File: src/rtl/nbody_bus_packer.sv
// Host bus front end for the n-body accelerator: control registers, 32->64-bit body RAM
// write assembly, and shadowed 64-bit result readback from the position RAM.
module nbody_bus_packer #(
    parameter int unsigned BODY_ADDR_WIDTH = 9,
    parameter int unsigned ADDR_WIDTH      = 16
) (
    input  logic                       clk,
    input  logic                       rst,
    input  logic                       chipselect,
    input  logic                       write,
    input  logic                       read,
    input  logic [ADDR_WIDTH-1:0]      addr,
    input  logic [31:0]                writedata,
    output logic [31:0]                readdata,
    output logic                       waitrequest,
    output logic                       go,
    output logic                       read_mode,
    output logic [15:0]                n_bodies,
    output logic [31:0]                gap,
    output logic                       mem_we,
    output logic [2:0]                 mem_sel,
    output logic [BODY_ADDR_WIDTH-1:0] mem_idx,
    output logic [63:0]                mem_wdata,
    input  logic                       done,
    output logic                       rd_req,
    output logic                       rd_sel,
    output logic [BODY_ADDR_WIDTH-1:0] rd_idx,
    input  logic [63:0]                rd_data,
    input  logic                       rd_valid,
    output logic                       err
);

    localparam int unsigned SEL_W  = ADDR_WIDTH - BODY_ADDR_WIDTH;
    localparam int unsigned WORD_W = 32;
    localparam int unsigned DBL_W  = 64;
    localparam int unsigned NB_W   = 16;
    localparam int unsigned FLD_W  = 3;

    localparam logic [SEL_W-1:0] SEL_GO    = SEL_W'(32'h00);
    localparam logic [SEL_W-1:0] SEL_READ  = SEL_W'(32'h01);
    localparam logic [SEL_W-1:0] SEL_NB    = SEL_W'(32'h02);
    localparam logic [SEL_W-1:0] SEL_GAP   = SEL_W'(32'h03);
    localparam logic [SEL_W-1:0] SEL_X_LO  = SEL_W'(32'h04);
    localparam logic [SEL_W-1:0] SEL_X_HI  = SEL_W'(32'h05);
    localparam logic [SEL_W-1:0] SEL_Y_LO  = SEL_W'(32'h06);
    localparam logic [SEL_W-1:0] SEL_Y_HI  = SEL_W'(32'h07);
    localparam logic [SEL_W-1:0] SEL_VX_LO = SEL_W'(32'h08);
    localparam logic [SEL_W-1:0] SEL_VX_HI = SEL_W'(32'h09);
    localparam logic [SEL_W-1:0] SEL_VY_LO = SEL_W'(32'h10);
    localparam logic [SEL_W-1:0] SEL_VY_HI = SEL_W'(32'h11);
    localparam logic [SEL_W-1:0] SEL_M_LO  = SEL_W'(32'h12);
    localparam logic [SEL_W-1:0] SEL_M_HI  = SEL_W'(32'h13);
    localparam logic [SEL_W-1:0] SEL_DONE  = SEL_W'(32'h40);
    localparam logic [SEL_W-1:0] SEL_RX_LO = SEL_W'(32'h41);
    localparam logic [SEL_W-1:0] SEL_RX_HI = SEL_W'(32'h42);
    localparam logic [SEL_W-1:0] SEL_RY_LO = SEL_W'(32'h43);
    localparam logic [SEL_W-1:0] SEL_RY_HI = SEL_W'(32'h44);

    localparam logic [FLD_W-1:0] FLD_X  = FLD_W'(0);
    localparam logic [FLD_W-1:0] FLD_Y  = FLD_W'(1);
    localparam logic [FLD_W-1:0] FLD_VX = FLD_W'(2);
    localparam logic [FLD_W-1:0] FLD_VY = FLD_W'(3);
    localparam logic [FLD_W-1:0] FLD_M  = FLD_W'(4);

    typedef enum logic [1:0] {
        ST_IDLE  = 2'd0,
        ST_FETCH = 2'd1,
        ST_RESP  = 2'd2
    } state_t;

    state_t                     state_q, state_d;
    logic                       go_q, go_d;
    logic                       read_mode_q, read_mode_d;
    logic [NB_W-1:0]            n_bodies_q, n_bodies_d;
    logic [WORD_W-1:0]          gap_q, gap_d;
    logic                       err_q, err_d;
    logic                       staged_v_q, staged_v_d;
    logic [WORD_W-1:0]          stage_lo_q, stage_lo_d;
    logic [FLD_W-1:0]           stage_fld_q, stage_fld_d;
    logic [BODY_ADDR_WIDTH-1:0] stage_idx_q, stage_idx_d;
    logic                       mem_we_q, mem_we_d;
    logic [FLD_W-1:0]           mem_sel_q, mem_sel_d;
    logic [BODY_ADDR_WIDTH-1:0] mem_idx_q, mem_idx_d;
    logic [DBL_W-1:0]           mem_wdata_q, mem_wdata_d;
    logic                       rd_req_q, rd_req_d;
    logic                       rd_sel_q, rd_sel_d;
    logic [BODY_ADDR_WIDTH-1:0] rd_idx_q, rd_idx_d;
    logic                       req_hi_q, req_hi_d;
    logic                       shadow_v_q, shadow_v_d;
    logic                       shadow_sel_q, shadow_sel_d;
    logic [BODY_ADDR_WIDTH-1:0] shadow_idx_q, shadow_idx_d;
    logic [DBL_W-1:0]           shadow_data_q, shadow_data_d;

    logic [SEL_W-1:0]           sel;
    logic [BODY_ADDR_WIDTH-1:0] idx;
    logic                       wr_en, rd_en;
    logic                       body_lo, body_hi;
    logic [FLD_W-1:0]           fld;
    logic                       res_rd, res_hi, res_y;
    logic                       shadow_hit;

    assign sel   = addr[ADDR_WIDTH-1:BODY_ADDR_WIDTH];
    assign idx   = addr[BODY_ADDR_WIDTH-1:0];
    assign wr_en = chipselect && write;
    assign rd_en = chipselect && read && !write;

    // Address select decode into body-RAM halves and result-read halves
    always_comb begin
        body_lo = 1'b0;
        body_hi = 1'b0;
        fld     = FLD_X;
        res_rd  = 1'b0;
        res_hi  = 1'b0;
        res_y   = 1'b0;
        case (sel)
            SEL_X_LO:  begin body_lo = 1'b1; fld = FLD_X;  end
            SEL_X_HI:  begin body_hi = 1'b1; fld = FLD_X;  end
            SEL_Y_LO:  begin body_lo = 1'b1; fld = FLD_Y;  end
            SEL_Y_HI:  begin body_hi = 1'b1; fld = FLD_Y;  end
            SEL_VX_LO: begin body_lo = 1'b1; fld = FLD_VX; end
            SEL_VX_HI: begin body_hi = 1'b1; fld = FLD_VX; end
            SEL_VY_LO: begin body_lo = 1'b1; fld = FLD_VY; end
            SEL_VY_HI: begin body_hi = 1'b1; fld = FLD_VY; end
            SEL_M_LO:  begin body_lo = 1'b1; fld = FLD_M;  end
            SEL_M_HI:  begin body_hi = 1'b1; fld = FLD_M;  end
            SEL_RX_LO: begin res_rd = 1'b1; end
            SEL_RX_HI: begin res_rd = 1'b1; res_hi = 1'b1; end
            SEL_RY_LO: begin res_rd = 1'b1; res_y = 1'b1; end
            SEL_RY_HI: begin res_rd = 1'b1; res_y = 1'b1; res_hi = 1'b1; end
            default: ;
        endcase
    end

    assign shadow_hit = res_hi && shadow_v_q && (shadow_sel_q == res_y) && (shadow_idx_q == idx);

    // Next-state: register writes, half pairing, shadow upkeep and readback FSM
    always_comb begin
        state_d       = state_q;
        go_d          = go_q;
        read_mode_d   = read_mode_q;
        n_bodies_d    = n_bodies_q;
        gap_d         = gap_q;
        err_d         = err_q;
        staged_v_d    = staged_v_q;
        stage_lo_d    = stage_lo_q;
        stage_fld_d   = stage_fld_q;
        stage_idx_d   = stage_idx_q;
        mem_we_d      = 1'b0;
        mem_sel_d     = mem_sel_q;
        mem_idx_d     = mem_idx_q;
        mem_wdata_d   = mem_wdata_q;
        rd_req_d      = 1'b0;
        rd_sel_d      = rd_sel_q;
        rd_idx_d      = rd_idx_q;
        req_hi_d      = req_hi_q;
        shadow_v_d    = shadow_v_q;
        shadow_sel_d  = shadow_sel_q;
        shadow_idx_d  = shadow_idx_q;
        shadow_data_d = shadow_data_q;

        if (wr_en) begin
            case (sel)
                SEL_GO: begin
                    go_d = writedata[0];
                    if (writedata[31]) err_d = 1'b0;
                end
                SEL_READ: read_mode_d = writedata[0];
                SEL_NB:   n_bodies_d  = writedata[NB_W-1:0];
                SEL_GAP:  gap_d       = writedata;
                default: ;
            endcase

            // Body RAMs belong to the core while it runs
            if ((body_lo || body_hi) && go_q) begin
                err_d = 1'b1;
            end else if (body_lo) begin
                staged_v_d  = 1'b1;
                stage_lo_d  = writedata;
                stage_fld_d = fld;
                stage_idx_d = idx;
            end else if (body_hi) begin
                staged_v_d = 1'b0;
                if (staged_v_q && (stage_fld_q == fld) && (stage_idx_q == idx)) begin
                    mem_we_d    = 1'b1;
                    mem_sel_d   = fld;
                    mem_idx_d   = idx;
                    mem_wdata_d = {writedata, stage_lo_q};
                end else begin
                    err_d = 1'b1;
                end
            end
        end

        if ((read_mode_q && !read_mode_d) || (!go_q && go_d)) shadow_v_d = 1'b0;

        case (state_q)
            ST_IDLE: begin
                if (rd_en && res_rd && read_mode_q && !shadow_hit) begin
                    rd_req_d = 1'b1;
                    rd_sel_d = res_y;
                    rd_idx_d = idx;
                    req_hi_d = res_hi;
                    state_d  = ST_FETCH;
                end
            end
            ST_FETCH: begin
                if (rd_valid) begin
                    shadow_v_d    = 1'b1;
                    shadow_sel_d  = rd_sel_q;
                    shadow_idx_d  = rd_idx_q;
                    shadow_data_d = rd_data;
                    state_d       = ST_RESP;
                end
            end
            ST_RESP: state_d = ST_IDLE;
            default: state_d = ST_IDLE;
        endcase
    end

    // Bus read mux: registers answer immediately, result misses stall until RESP
    always_comb begin
        readdata    = '0;
        waitrequest = 1'b0;
        case (state_q)
            ST_IDLE: begin
                if (rd_en) begin
                    case (sel)
                        SEL_GO:   readdata = WORD_W'(go_q);
                        SEL_READ: readdata = WORD_W'(read_mode_q);
                        SEL_NB:   readdata = WORD_W'(n_bodies_q);
                        SEL_GAP:  readdata = gap_q;
                        SEL_DONE: readdata = WORD_W'(done);
                        default: begin
                            if (res_rd && read_mode_q) begin
                                if (shadow_hit) readdata = shadow_data_q[DBL_W-1:WORD_W];
                                else            waitrequest = 1'b1;
                            end
                        end
                    endcase
                end
            end
            ST_FETCH: waitrequest = 1'b1;
            ST_RESP: begin
                if (rd_en) readdata = req_hi_q ? shadow_data_q[DBL_W-1:WORD_W]
                                               : shadow_data_q[WORD_W-1:0];
            end
            default: ;
        endcase
    end

    always_ff @(posedge clk or negedge rst) begin
        if (!rst) begin
            state_q       <= ST_IDLE;
            go_q          <= 1'b0;
            read_mode_q   <= 1'b0;
            n_bodies_q    <= '0;
            gap_q         <= '0;
            err_q         <= 1'b0;
            staged_v_q    <= 1'b0;
            stage_lo_q    <= '0;
            stage_fld_q   <= '0;
            stage_idx_q   <= '0;
            mem_we_q      <= 1'b0;
            mem_sel_q     <= '0;
            mem_idx_q     <= '0;
            mem_wdata_q   <= '0;
            rd_req_q      <= 1'b0;
            rd_sel_q      <= 1'b0;
            rd_idx_q      <= '0;
            req_hi_q      <= 1'b0;
            shadow_v_q    <= 1'b0;
            shadow_sel_q  <= 1'b0;
            shadow_idx_q  <= '0;
            shadow_data_q <= '0;
        end else begin
            state_q       <= state_d;
            go_q          <= go_d;
            read_mode_q   <= read_mode_d;
            n_bodies_q    <= n_bodies_d;
            gap_q         <= gap_d;
            err_q         <= err_d;
            staged_v_q    <= staged_v_d;
            stage_lo_q    <= stage_lo_d;
            stage_fld_q   <= stage_fld_d;
            stage_idx_q   <= stage_idx_d;
            mem_we_q      <= mem_we_d;
            mem_sel_q     <= mem_sel_d;
            mem_idx_q     <= mem_idx_d;
            mem_wdata_q   <= mem_wdata_d;
            rd_req_q      <= rd_req_d;
            rd_sel_q      <= rd_sel_d;
            rd_idx_q      <= rd_idx_d;
            req_hi_q      <= req_hi_d;
            shadow_v_q    <= shadow_v_d;
            shadow_sel_q  <= shadow_sel_d;
            shadow_idx_q  <= shadow_idx_d;
            shadow_data_q <= shadow_data_d;
        end
    end

    assign go        = go_q;
    assign read_mode = read_mode_q;
    assign n_bodies  = n_bodies_q;
    assign gap       = gap_q;
    assign err       = err_q;
    assign mem_we    = mem_we_q;
    assign mem_sel   = mem_sel_q;
    assign mem_idx   = mem_idx_q;
    assign mem_wdata = mem_wdata_q;
    assign rd_req    = rd_req_q;
    assign rd_sel    = rd_sel_q;
    assign rd_idx    = rd_idx_q;

endmodule

File: config.mk
export PLATFORM = sky130hd
export DESIGN_NAME = nbody_bus_packer
export DESIGN_NICKNAME = d
export VERILOG_FILES = /design/src/rtl/nbody_bus_packer.sv
export SDC_FILE = /design/constraint.sdc
export NUM_CORES = 1
export LEC_CHECK = 0
export CELL_PAD_IN_SITES_DETAIL_PLACEMENT = 0
export CELL_PAD_IN_SITES_GLOBAL_PLACEMENT = 2
export CORE_UTILIZATION = 39
export DETAILED_ROUTE_END_ITERATION = 10
export DONT_BUFFER_PORTS = 1
export PLACE_DENSITY_LB_ADDON = 0.1
export SETUP_SLACK_MARGIN = 0.02
export SLEW_MARGIN = 30
export SYNTH_ARGS = -nofsm -noshare
export SYNTH_HDL_FRONTEND = slang
export SYNTH_SLANG_ARGS = --single-unit
File: constraint.sdc
create_clock -name clk -period 3.21 [get_ports clk]
set_clock_uncertainty 0.05 [all_clocks]
set_input_delay 0.321 -clock clk [delete_from_list [all_inputs] [get_ports clk]]
set_output_delay 0.321 -clock clk [all_outputs]
set_load 0.02 [all_outputs]
==> summary.log, run 1 <==
INFO  sta            tightest_slew=943ps
INFO  cells_and_area finish.utilization=49.5%
INFO  pwr            clock_power_share=44.8%
INFO  sta            rsz0062_at_grt=yes
INFO  cells_and_area most-common-layout-cells=nand2_1 (374), dfrtp_1 (262), mux2_2 (134)
INFO  clock_tree     cts-buffers-inserted=30
INFO  min_path       worst_hold_path_type=in -> async
INFO  pwr            power_leakage=6.87nW
INFO  die            die_height=172um
INFO  global_routing first_global_vias=8,302
INFO  clock_tree     tritoncts=built
INFO  sta            setup_total_negative_slack=0ps
INFO  global_routing global_route.usage.total=22.2%
INFO  pwr            vdd.ir_drop.worst=0.000407V
INFO  logic_synthesis total_of_flip_flops_plus_latches_after_synthesis=262
INFO  worst_setup_path timing.critical_path.from_type=flop
INFO  logic_synthesis netlist.top_cell.by_area=dfrtp_1
INFO  routing        vias_per_cell=5.08
INFO  placed_design  io_buffer_count=0
INFO  worst_setup_path timing.critical_path.buf_inv=1
INFO  worst_setup_path worst_r2r_endpoint=rd_idx[8]
INFO  worst_setup_path worst-r2r-setup-slack=900ps
INFO  clock_tree     cts-htree-levels=1
INFO  worst_setup_path crit_required=2840ps
INFO  worst_setup_path worstPathCellList=xor2_2, or4_4, nor3_4, and3_4, a32o_4, a221o_1, buf_6
INFO  logic_synthesis synth.net_count=1,174
INFO  cells_and_area mostFrequentLayoutCell=nand2_1
INFO  die            placementRows=61
INFO  cells_and_area diodes=0
INFO  sta            fin_crit_sh=96.8%
INFO  job            timing.max_cap.violations=0
INFO  worst_setup_path critical_path.top_delay_family=simple AND/OR/NAND/NOR gates
INFO  logic_synthesis synth_cells=1,055
INFO  clock_tree     cts_hold_repair.buffers=115
INFO  worst_setup_path path_class=reg -> out
INFO  routing        avgRoutedWirePerCell=20.9um
INFO  die            io-pin-count=291
INFO  sta            slew_headroom=37.1%
INFO  pwr            power.share.sequential=49.7%
INFO  sta            fmax=322MHz
INFO  routing        dr.first_iter.drc_count=463
INFO  pwr            power_report.internal_total=0.00568W
INFO  worst_setup_path timing.critical_path.slowest_cell_delay=530ps
INFO  logic_synthesis syn-cell-area=11,300um^2
INFO  sta            hold_ws=-583ps
INFO  cells_and_area design.final.nets=1,291
INFO  routing        detail_route.wirelength=32,900um
INFO  pwr            power.switching=0.00175W
INFO  routing        remaining_drc_errors=0
INFO  routing        vias=7,998
INFO  worst_setup_path critical_path_arrival=2740ps
INFO  sta            finalHoldViolCount=262
INFO  sta            timing_max_transition_violations_final=0
INFO  cells_and_area fillCellCount=2,666
INFO  logic_synthesis ys_warn_count=0
INFO  pwr            comb_power_share=5.5%
INFO  status         failed_checks=hold timing
INFO  worst_setup_path worstSetupEndpointType=primary output
INFO  pwr            power.switching_fraction=23.6%
INFO  die            die_w=172um
INFO  global_routing antenna_found_initial=0
INFO  worst_setup_path crit_path_max_fanout=8
INFO  clock_tree     clock_tree.root_cell=clkbuf_16
INFO  routing        ant_nets=0
INFO  logic_synthesis synth_edf_count=0
INFO  clock_tree     clock_sinks=262
INFO  placed_design  finalWeightedCongestion=0.780
INFO  logic_synthesis yosys.area.top_type_share=58.2%
INFO  die            start_util=40.1%
INFO  clock_tree     clock_tree.buffer_depth=3
INFO  clock_tree     worst_skew_pair.late_latency=560ps
INFO  global_routing pin_count_of_the_biggest_net_entering_global_routing=263
INFO  die            dieArea=29,600um^2
INFO  status         status=complete, but fails checks
INFO  logic_synthesis synth.yosys.seq_area_share=58.2%
INFO  global_routing gr-total-overflow=0
INFO  die            core-area=28,100um^2
INFO  clock_tree     worst_setup_hold_path_clk_slew=60ps
INFO  logic_synthesis postSynth.asyncResetShare=100%
INFO  cells_and_area drive_gt1_share=19.2%
INFO  logic_synthesis mean_instance_size_in_the_synthesized_netlist=10.7um^2
INFO  routing        firstDrtPassIters=5
INFO  sta            setup_violations=0
INFO  cells_and_area area_growth=23.3%
INFO  logic_synthesis largest_cells_by_area_after_synthesis=dfrtp_1 (58%), mux2_2 (13%), nand2_1 (12%), mux2i_1 (1.8%), nor2_1 (1.4%)
INFO  global_routing grt_first_pass_wirelength=49,700um
INFO  logic_synthesis synthDistinctLibCells=47
INFO  worst_setup_path critical-path-slowest-cell=or4_4
INFO  worst_setup_path worst-r2r-cell-count=7
INFO  logic_synthesis synth_flop_cell=dfrtp_1
INFO  placed_design  post-dp-hpwl=21,000um
INFO  worst_setup_path r2r-start=shadow_idx_q[1]
INFO  sta            final_period_minus_worst_setup_slack=3110ps
INFO  pwr            cellPowerDensity=535nW/um^2
## cells by family after synthesis
group                  synth area share [%]
buffers and inverters                  2.65
XOR/XNOR                               1.94
AND/OR/NAND/NOR                        17.7
AO/OA/AOI/OAI                          4.36
flip-flops                             58.2
multiplexers                           15.2
## worst max-delay path by stage
| stage | startpoint | endpoint | slack (ps) | cells past startpoint |
|---|---|---|---|---|
| after CTS | shadow_idx_q[1] | readdata[14] | 70 | 7 |
| final | shadow_idx_q[1] | readdata[14] | 100 | 7 |
| after global placement | shadow_idx_q[1] | readdata[14] | 440 | 7 |
| after floorplan | addr[13] | readdata[16] | 640 | 9 |
| after detailed placement | shadow_idx_q[1] | readdata[14] | 390 | 7 |
| after global routing | shadow_idx_q[1] | readdata[14] | 2 | 7 |
## registers in the layout, summed over array words and instances, names as in the netlist
name,count
mem_idx,9
stage_fld_q,3
mem_we,1
staged_v_q,1
err,1
gap,32
shadow_sel_q,1
read_mode,1
mem_sel,3
state_q,2
shadow_data_q,64
shadow_idx_q,9
shadow_v_q,1
stage_idx_q,9
go,1
stage_lo_q,32
rd_idx,9
mem_wdata,64
n_bodies,16
rd_req,1
req_hi_q,1
rd_sel,1
## cell type report
type | instances | area [um^2] | area share [%]
repair buffers | 143 | 1400 | 10.1
clock buffers | 43 | 860 | 6.19
clock inverters | 12 | 105 | 0.756
multi-input cells | 730 | 4480 | 32.2
flip-flops and latches | 262 | 6560 | 47.2
inverters | 5 | 18.8 | 0.135
well taps | 378 | 473 | 3.40
## metal layers
metal | track usage [%] | vias up | wire length (um) | part of all wire (%)
met4 | 5.89 | 0 | 749 | 2.3
met2 | 35.4 | 238 | 15100 | 46
met5 | 0 | - | 0 | 0
met3 | 6.48 | 38 | 2630 | 8.0
met1 | 29.4 | 3964 | 14400 | 44
li1 | - | 3758 | - | -
## power groups by stage
stage / Sequential, W / Combinational [W] / Clock (W)
2_1_floorplan: 0.00370 / 0.000235 / 0
3_3_place_gp: 0.00375 / 0.000258 / 0
3_5_place_dp: 0.00375 / 0.000266 / 0
4_1_cts: 0.00369 / 0.000412 / 0.00344
5_1_grt: 0.00371 / 0.000467 / 0.00354
6_report: 0.00369 / 0.000409 / 0.00333
## synth_stat cells (all sizes together), types with 7 or more instances
cell and count:
a21oi 20, a221o 13, a22oi 16, buf 25, clkbuf 34, dfrtp 262
mux2 134, mux2i 20, nand2 374, nand3 18, nand4 7, nor2 42
nor3 8, o21ai 8, xnor2 17, xor2 8
## per-stage QoR
step	instance area (um^2)	setup WS (ps)	std cells	power (W)	hold slack, ps
2_1_floorplan	11300	641	1055	0.00393	-24.6
3_3_place_gp	11700	437	1400	0.00401	-18.1
3_5_place_dp	11700	395	1400	0.00401	-17.8
4_1_cts	13900	65.4	1571	0.00754	-624
5_1_grt	13900	2.17	1573	0.00772	-610
6_report	13900	104	1573	0.00743	-583
## timing repair
| action | in CTS | in global routing |
|---|---|---|
| endpoints found under the hold margin | 474 | 262 |
| setup endpoints to repair | 16 | 9 |
| buffers inserted | 0 | 2 |
| cloned | 1 | 0 |
| resized for setup | 4 | 4 |
| pin swaps | 1 | 7 |
Note: power is estimated with default switching activity, not from simulation.
==> run 2: changes to the inputs <==
- CORE_UTILIZATION: 39 -> 36
- CTS_BUF_LIST: not set -> sky130_fd_sc_hd__clkbuf_4 sky130_fd_sc_hd__clkbuf_8 sky130_fd_sc_hd__clkbuf_16
- clock period: 3.21 -> 2.7 ns (I/O delays scaled with it)
==> run 2 against run 1 <==
Against the previous run:
- the run ends with hold timing, setup timing left
- global-route usage decreased by 1.1 points
- sequential share of layout area decreased by 0.64 points
- critical endpoint is now readdata[0]
- flip-flop and latch count stayed put
- total power grew 23%
- worst hold slack got worse by 45 ps
- critical path type unchanged
- core utilization is 3.5 points lower
==> summary.log, run 2 (synthesis gave the netlist of run 1 again) <==
INFO  worst_setup_path worst-r2r-cell-count=7
INFO  cells_and_area design.final.nets=1,298
INFO  worst_setup_path timing.critical_path.from_type=flop
INFO  global_routing antenna_found_initial=4
INFO  status         status=complete, but fails checks
INFO  clock_tree     clock_tree.buffer_depth=3
INFO  sta            slew_headroom=38.9%
INFO  clock_tree     clock_tree.root_cell=clkbuf_16
INFO  routing        avgRoutedWirePerCell=21.0um
INFO  sta            rsz0062_at_grt=yes
INFO  global_routing first_global_vias=8,423
INFO  cells_and_area drive_gt1_share=20.1%
INFO  placed_design  finalWeightedCongestion=0.755
INFO  routing        vias_per_cell=5.05
INFO  worst_setup_path worstPathCellList=xor2_1, or4_1, nor3_2, and3_4, a32o_2, buf_12, a221o_1
INFO  worst_setup_path critical_path.top_delay_family=simple AND/OR/NAND/NOR gates
INFO  routing        vias=8,088
INFO  global_routing gr-total-overflow=0
INFO  routing        ant_nets=0
INFO  routing        dr.first_iter.drc_count=453
INFO  sta            hold_ws=-628ps
INFO  pwr            cellPowerDensity=646nW/um^2
INFO  cells_and_area mostFrequentLayoutCell=nand2_1
INFO  cells_and_area area_growth=25.0%
INFO  global_routing pin_count_of_the_biggest_net_entering_global_routing=263
INFO  worst_setup_path critical_path_arrival=2680ps
INFO  min_path       worst_hold_path_type=in -> async
INFO  worst_setup_path path_class=reg -> out
INFO  pwr            power_leakage=6.94nW
INFO  placed_design  io_buffer_count=0
INFO  clock_tree     tritoncts=built
INFO  sta            timing_max_transition_violations_final=0
INFO  sta            final_period_minus_worst_setup_slack=3000ps
INFO  clock_tree     worst_setup_hold_path_clk_slew=60ps
INFO  clock_tree     worst_skew_pair.late_latency=550ps
INFO  job            timing.max_cap.violations=0
INFO  die            start_util=36.7%
INFO  worst_setup_path critical-path-slowest-cell=or4_1
INFO  die            io-pin-count=291
INFO  clock_tree     clock_sinks=262
INFO  die            placementRows=64
INFO  placed_design  post-dp-hpwl=21,700um
INFO  routing        firstDrtPassIters=6
INFO  sta            fmax=334MHz
INFO  worst_setup_path crit_required=2380ps
INFO  routing        remaining_drc_errors=0
INFO  worst_setup_path worst_r2r_endpoint=req_hi_q
INFO  clock_tree     cts_hold_repair.buffers=117
INFO  clock_tree     cts-buffers-inserted=30
INFO  clock_tree     cts-htree-levels=1
INFO  sta            tightest_slew=917ps
INFO  routing        detail_route.wirelength=33,600um
INFO  worst_setup_path crit_path_max_fanout=16
INFO  sta            setup_total_negative_slack=-6680ps
INFO  die            die_w=179um
INFO  worst_setup_path crit_path_start=shadow_idx_q[1]
INFO  worst_setup_path critical_path_depth_in_cells=7
INFO  die            core-area=30,700um^2
INFO  cells_and_area most-common-layout-cells=nand2_1 (374), dfrtp_1 (262), mux2_2 (134)
INFO  die            dieArea=32,000um^2
INFO  pwr            vdd.ir_drop.worst=0.000506V
INFO  pwr            p_total=0.00910W
INFO  status         failed_checks=hold timing, setup timing
INFO  worst_setup_path r2r-start=shadow_idx_q[1]
INFO  sta            post_route_worst_setup_slack=-298ps
INFO  die            die_height=179um
INFO  worst_setup_path end_point_of_the_critical_path=readdata[0]
INFO  worst_setup_path worst-r2r-setup-slack=480ps
INFO  worst_setup_path timing.critical_path.slowest_cell_delay=540ps
INFO  sta            finalHoldViolCount=262
INFO  worst_setup_path worstSetupEndpointType=primary output
INFO  sta            setup_violations=32
INFO  global_routing grt_first_pass_wirelength=51,600um
INFO  cells_and_area finish.utilization=45.9%
INFO  global_routing global_route.usage.total=21.1%
INFO  sta            fin_crit_sh=111%
INFO  worst_setup_path timing.critical_path.buf_inv=1
-- run 2: changes by cell type in the layout (fill, tap and decap cells not counted), moves of 2 or more --
cell	before	now
clkbuf_4	0	8
clkbuf_1	7	0
diode_2	0	4
a21o_1	3	0
a21o_4	0	3
buf_4	24	27
clkbuf_8	6	9
clkinv_2	8	5
buf_12	3	5
dlygate4sd3_1	115	117
-- run 2: power breakdown --
part	internal (W)	switching [W]	leakage [nW]
sequential	0.00417	0.000220	3.55
combinational	0.000276	0.000215	2.86
clock	0.00261	0.00161	0.531
-- run 2: worst min-delay path by stage --
stage,cells past startpoint,endpoint,slack [ps]
after floorplan,0,err,-80
after global placement,0,rd_req,-70
after detailed placement,0,rd_req,-70
after CTS,0,rd_req,-670
after global routing,0,rd_idx[7],-660
final,0,rd_req,-630
-- run 2: routing by layer --
layer  wire length (um)  part of all wire (%)  track usage (%)
met1              14900                    44             28.7
met2              15500                    46             33.1
met3               2530                   7.5             5.75
met4                663                   2.0             5.33
met5                  0                     0                0
-- run 2: final cells by class --
class                      count  area, um^2
antenna                        4        10.0
clock buffer                  48         960
clock inverter                 7        85.1
tap                          396         495
multi-input combinational    729        4460
timing repair buffer         151        1500
fill                        2917       16600
sequential                   262        6560
inverter                       5        18.8
-- run 2: through the flow --
stage,worst slack [ps],area [um^2],cells,hold slack (ps)
after global routing,-409,14100,1602,-665
after CTS,-345,14100,1597,-674
after global placement,194,11800,1423,-68.0
after detailed placement,182,11800,1423,-69.1
after floorplan,233,11300,1055,-75.6
final,-298,14100,1602,-628
-- run 2: what timing repair did --
action,CTS,global route
pin swaps,6,4
setup buffers,2,1
endpoints found under the hold margin,477,262
setup endpoints to repair,33,33
resized for setup,5,2
